### src/rtl/shift_sequencer.sv
// Multi-cycle logarithmic shifter: one 2**k stage per clock for SLL/SRL/SRA, start/done handshake.
// Optional rotate-left for op 11 when SHIFT_SEQ_ROTATE_EN is defined; otherwise op 11 flags err.
module shift_sequencer #(
    parameter int unsigned WIDTH = 32,
    parameter int unsigned AMT_W = 5
) (
    input  logic             clock,
    input  logic             reset,
    input  logic             start,
    input  logic [1:0]       op,
    input  logic [WIDTH-1:0] in,
    input  logic [AMT_W-1:0] amt,
    output logic             ready,
    output logic             busy,
    output logic             done,
    output logic             err,
    output logic [WIDTH-1:0] out
);

    localparam int unsigned    K_W    = (AMT_W > 1) ? $clog2(AMT_W) : 1;
    localparam logic [K_W-1:0] K_TOP  = K_W'(AMT_W - 1);
    localparam logic [AMT_W:0] W_FULL = (AMT_W + 1)'(WIDTH);

    localparam logic [1:0] OP_SLL = 2'b00;
    localparam logic [1:0] OP_SRL = 2'b01;
    localparam logic [1:0] OP_SRA = 2'b10;

    typedef enum logic [1:0] {
        IDLE  = 2'b00,
        SHIFT = 2'b01,
        DONE  = 2'b10
    } state_t;

    state_t             r_state;
    state_t             w_state_next;
    logic [WIDTH-1:0]   r_work;
    logic [AMT_W-1:0]   r_amt;
    logic [1:0]         r_op;
    logic [K_W-1:0]     r_k;
    logic [WIDTH-1:0]   r_out;
    logic               r_err;

    logic [AMT_W-1:0]   w_dist;
    logic [WIDTH-1:0]   w_stage;
    logic               w_illegal;
    logic               w_last;

    assign w_dist = AMT_W'(1) << r_k;
    assign w_last = (r_k == '0);

`ifdef SHIFT_SEQ_ROTATE_EN
    assign w_illegal = 1'b0;
`else
    assign w_illegal = (r_op == 2'b11);
`endif

    // One stage of the log shifter; the stage is skipped when the matching amount bit is clear.
    always_comb begin
        w_stage = r_work;
        if (r_amt[r_k]) begin
            case (r_op)
                OP_SLL:  w_stage = r_work << w_dist;
                OP_SRL:  w_stage = r_work >> w_dist;
                OP_SRA:  w_stage = $signed(r_work) >>> w_dist;
`ifdef SHIFT_SEQ_ROTATE_EN
                default: w_stage = (r_work << w_dist) | (r_work >> (W_FULL - {1'b0, w_dist}));
`else
                default: w_stage = r_work;
`endif
            endcase
        end
    end

    always_comb begin
        w_state_next = IDLE;
        ready        = 1'b0;
        busy         = 1'b0;
        done         = 1'b0;
        case (r_state)
            IDLE: begin
                ready        = 1'b1;
                w_state_next = start ? SHIFT : IDLE;
            end
            SHIFT: begin
                busy         = 1'b1;
                w_state_next = w_last ? DONE : SHIFT;
            end
            DONE: begin
                busy         = 1'b1;
                done         = 1'b1;
                w_state_next = IDLE;
            end
            default: w_state_next = IDLE;
        endcase
    end

    always_ff @(posedge clock) begin
        if (reset) begin
            r_state <= IDLE;
        end else begin
            r_state <= w_state_next;
        end
    end

    // err is captured with out so both hold until the next request completes.
    always_ff @(posedge clock) begin
        if (reset) begin
            r_work <= '0;
            r_amt  <= '0;
            r_op   <= '0;
            r_k    <= K_TOP;
            r_out  <= '0;
            r_err  <= 1'b0;
        end else begin
            case (r_state)
                IDLE: begin
                    if (start) begin
                        r_work <= in;
                        r_amt  <= amt;
                        r_op   <= op;
                        r_k    <= K_TOP;
                    end
                end
                SHIFT: begin
                    r_work <= w_stage;
                    if (w_last) begin
                        r_out <= w_stage;
                        r_err <= w_illegal;
                        r_k   <= K_TOP;
                    end else begin
                        r_k   <= r_k - 1'b1;
                    end
                end
                default: ;
            endcase
        end
    end

    assign out = r_out;
    assign err = r_err;

endmodule
### config.mk
export PLATFORM = sky130hd
export DESIGN_NAME = shift_sequencer
export DESIGN_NICKNAME = d
export VERILOG_FILES = /design/src/rtl/shift_sequencer.sv
export SDC_FILE = /design/constraint.sdc
export NUM_CORES = 1
export LEC_CHECK = 0
export ABC_AREA = 1
export BUFFER_PORTS_ARGS = -buffer_cell sky130_fd_sc_hd__buf_2
export CAP_MARGIN = 10
export CORE_MARGIN = 1
export CORE_UTILIZATION = 40
export CTS_CLUSTER_DIAMETER = 200
export CTS_CLUSTER_SIZE = 40
export DETAILED_ROUTE_END_ITERATION = 10
export GPL_TIMING_DRIVEN = 0
export PLACE_DENSITY = 0.63
export SYNTH_ARGS = -nofsm -noshare
export SYNTH_HDL_FRONTEND = slang
export SYNTH_SLANG_ARGS = --single-unit
### constraint.sdc
create_clock -name clock -period 2.2 [get_ports clock]
set_input_delay 0.22 -clock clock [delete_from_list [all_inputs] [get_ports clock]]
set_output_delay 0.22 -clock clock [all_outputs]
set_load 0.02 [all_outputs]
==> out/metrics.cfg <==
[clock_tree]
cts_tree = yes
cts_buffers = 9
worstSkewPairLatency_ps = 350
cts_root_buffer = clkbuf_16
clk_pin_slew_ps = 70
cts.path.max_buffers = 2
clock_sinks = 77
cts-htree-levels = 3

[route]
dr.pass1.iters = 7
drc_errors = 0
wl_per_cell_microns = 23.2
vias_per_cell = 6.19
drt_first_iter_violations = 1332
drt_wl_total_microns = 35100
drtAntennaViolNets = 0
vias = 9392

[critical_path]
cp-start-kind = flip-flop
worstSetupEndpointType = flip-flop
critPathKind = flip-flop to flip-flop
critPathRequiredTime_ps = 2420
cp_max_fo = 6
cp.arrival_ps = 2500

[sta]
fin_crit_sh_pct = 103
final_hold_viol_count = 0
setup_slack_ps = -74.3
fin_skew_ps = 10.7
fmax_ghz = 0.440
fin_setup_tns_ps = -271
min_period_ps = 2270
slew_headroom_pct = 58.6
setup_violations = 8
rsz0062_at_grt = true
slew_violations = 0
worst_pin_slew_ps = 620

[cells_and_area]
syn_to_final_growth_pct = 29.9
final_layout_size_suffix_gt1_share_pct = 28.7
post-route-util_pct = 53.2
num-fill-cells = 1770
layout.cells.non_filler = 1517
insertedDiodeCount = 0
nets = 1337

[global_route]
grt_max_degree = 17
overflow = 0
grt_use_total_pct = 38.6
grt_pass1_wl_microns = 50500
antenna_found_initial = 0
grt_pass1_vias = 8419

[floorplanning]
die_area_sq_um = 17500
io_pins = 78
core_area_sq_um = 16600
die_w_microns = 132
rows = 47
initial_utilization_pct = 41.0
die_h_microns = 132

[placed_design]
pre_cts_ws_ps = -411
gp_congestion = 1.08
portBuffers = 77
dp.final_hpwl_microns = 26800
numPlacedInstances = 1489

[run_status]
status = finished with violations
violations = negative setup slack

[pwr]
ir_worst_vdd_mv = 0.542
swShare_pct = 43.8
intPower_uw = 3280
power.share.clock_pct = 29.5
pwr-share-seq_pct = 26.6
power.leakage_uw = 0.00411
p_sw_uw = 2550
power_density_nw_per_um2 = 660
combPwrFrac_pct = 43.8

[yosys]
yosys.area_share.simple_pct = 48.4
synth_compound_area_share_pct = 17.2
synth_adder_area_share_pct = 0.552
syn_area_sq_um = 6800
ys_seq_elements = 77
synth_nets = 1237
avgSynthCellArea_sq_um = 5.70
ys_types = 34
synthCells = 1192
synth_top_family_by_area = simple AND/OR/NAND/NOR gates
yosysWarnings = 0
synthXorXnorAreaFrac_pct = 0
yosysSeqAreaShare_pct = 22.7
synth.area.mux_share_pct = 0.147

[hold_path]
min_path_type = input pin to flip-flop

[flow_run]
max_cap_viol_count = 0

worst paths after layout:
kind         slack, ps  cells after the start       end      from
max                -70                     15   out[22]    r_k[1]
max reg2reg        -70                     15   out[22]    r_k[1]
min                120                      3  r_amt[1]    amt[1]
min reg2reg        460                      2  r_amt[0]  r_amt[0]
synth_stat cells (all sizes together):
library cell	instances	area share [%]
dfxtp	77	23
ha	3	0.55
mux2i	1	0.15
nand2	348	20
a32oi	1	0.13
o211ai	6	0.66
nand4	13	1.2
a21oi	113	8.3
clkbuf	35	1.9
nor2	36	2.6
o21ai	86	6.4
buf	47	4.6
a21boi	1	0.11
a31oi	12	1.1
nand3b	1	0.11
inv	79	4.4
o2111ai	3	0.39
or2	1	0.092
clkinv	3	0.17
nand3	326	25
timing repair:
action,CTS,global route
hold buffers,0,0
setup endpoints to repair,68,66
pin swaps,2,14
setup buffers,2,8
gates resized for setup,45,205
cloned,0,2
layout make-up:
cell class,count,area (sq um),share of cell area [%]
clock buffers,9,225,2.55
clock inverters,7,116,1.32
repair buffers,89,527,5.97
flip-flops and latches,77,1550,17.5
inverters,82,330,3.74
plain buffers,82,586,6.63
multi-input cells,951,5230,59.2
well taps,220,275,3.12
cell families after synthesis:
logic type                 after synthesis
DFF                                     77
AOI/OAI and AO/OA                      222
muxes                                    1
adders and majority gates                3
and+or+nand+nor                        725
buffers and inverters                  164
flip-flops by register name (all words and copies together), names as in the netlist:
register,flops
r_amt,5
r_op,2
r_state,2
r_k,3
out,32
err,1
r_work,32
power groups by stage:
stage	Clock, uW	Combinational (uW)	Sequential, uW
CTS	1730	2140	1550
detailed placement	0	2100	1580
finish	1720	2560	1550
global placement	0	2100	1580
global route	1780	2700	1560
floorplan	0	1380	1580
worst max-delay path, cell delays in order, from the launching register on:
cell	delay [ps]
dfxtp_1	310
buf_6	140
nor2_8	230
buf_12	160
buf_8	130
nand3_2	130
nand3_2	130
nand3_1	100
nand2_2	110
nand2_1	60
nand2_1	80
nand2_1	120
nand2_1	120
nand3_1	120
nand2_2	130
a21oi_1	80
metrics by stage:
| step | hold WS [ps] | power (uW) | instance area [sq um] |
|---|---|---|---|
| after detailed placement | 458 | 3680 | 7460 |
| after global routing | 143 | 6040 | 8830 |
| after global placement | 446 | 3680 | 7460 |
| final | 125 | 5830 | 8830 |
| after CTS | 123 | 5430 | 7930 |
| after floorplan | 289 | 2960 | 6800 |
layout by cell type, fill, tap and decap left out, types with 3 or more instances in the layout:
| cell | instances |
|---|---|
| a21oi_1 | 101 |
| a21oi_2 | 12 |
| a31oi_1 | 12 |
| buf_12 | 5 |
| buf_2 | 87 |
| buf_4 | 19 |
| buf_6 | 11 |
| buf_8 | 3 |
| clkbuf_1 | 23 |
| clkbuf_16 | 11 |
| clkbuf_2 | 10 |
| clkbuf_4 | 10 |
| dfxtp_1 | 76 |
| ha_1 | 3 |
| inv_1 | 68 |
| inv_2 | 9 |
| nand2_1 | 283 |
| nand2_2 | 63 |
| nand3_1 | 232 |
| nand3_2 | 90 |
| nand3_4 | 4 |
| nand4_1 | 13 |
| nor2_1 | 20 |
| nor2_2 | 9 |
| nor2_4 | 6 |
| o211ai_1 | 6 |
| o21ai_0 | 71 |
| o21ai_1 | 10 |
| o21ai_2 | 3 |
routing by layer:
metal / global-route usage (%) / wire length [microns] / vias up
met2: 57.0 / 14800 / 653
li1: - / - / 4273
met3: 11.9 / 4390 / 124
met4: 20.1 / 1740 / 0
met5: 0 / 0 / -
met1: 50.3 / 14100 / 4342
Power figures use the tool's default switching activity.
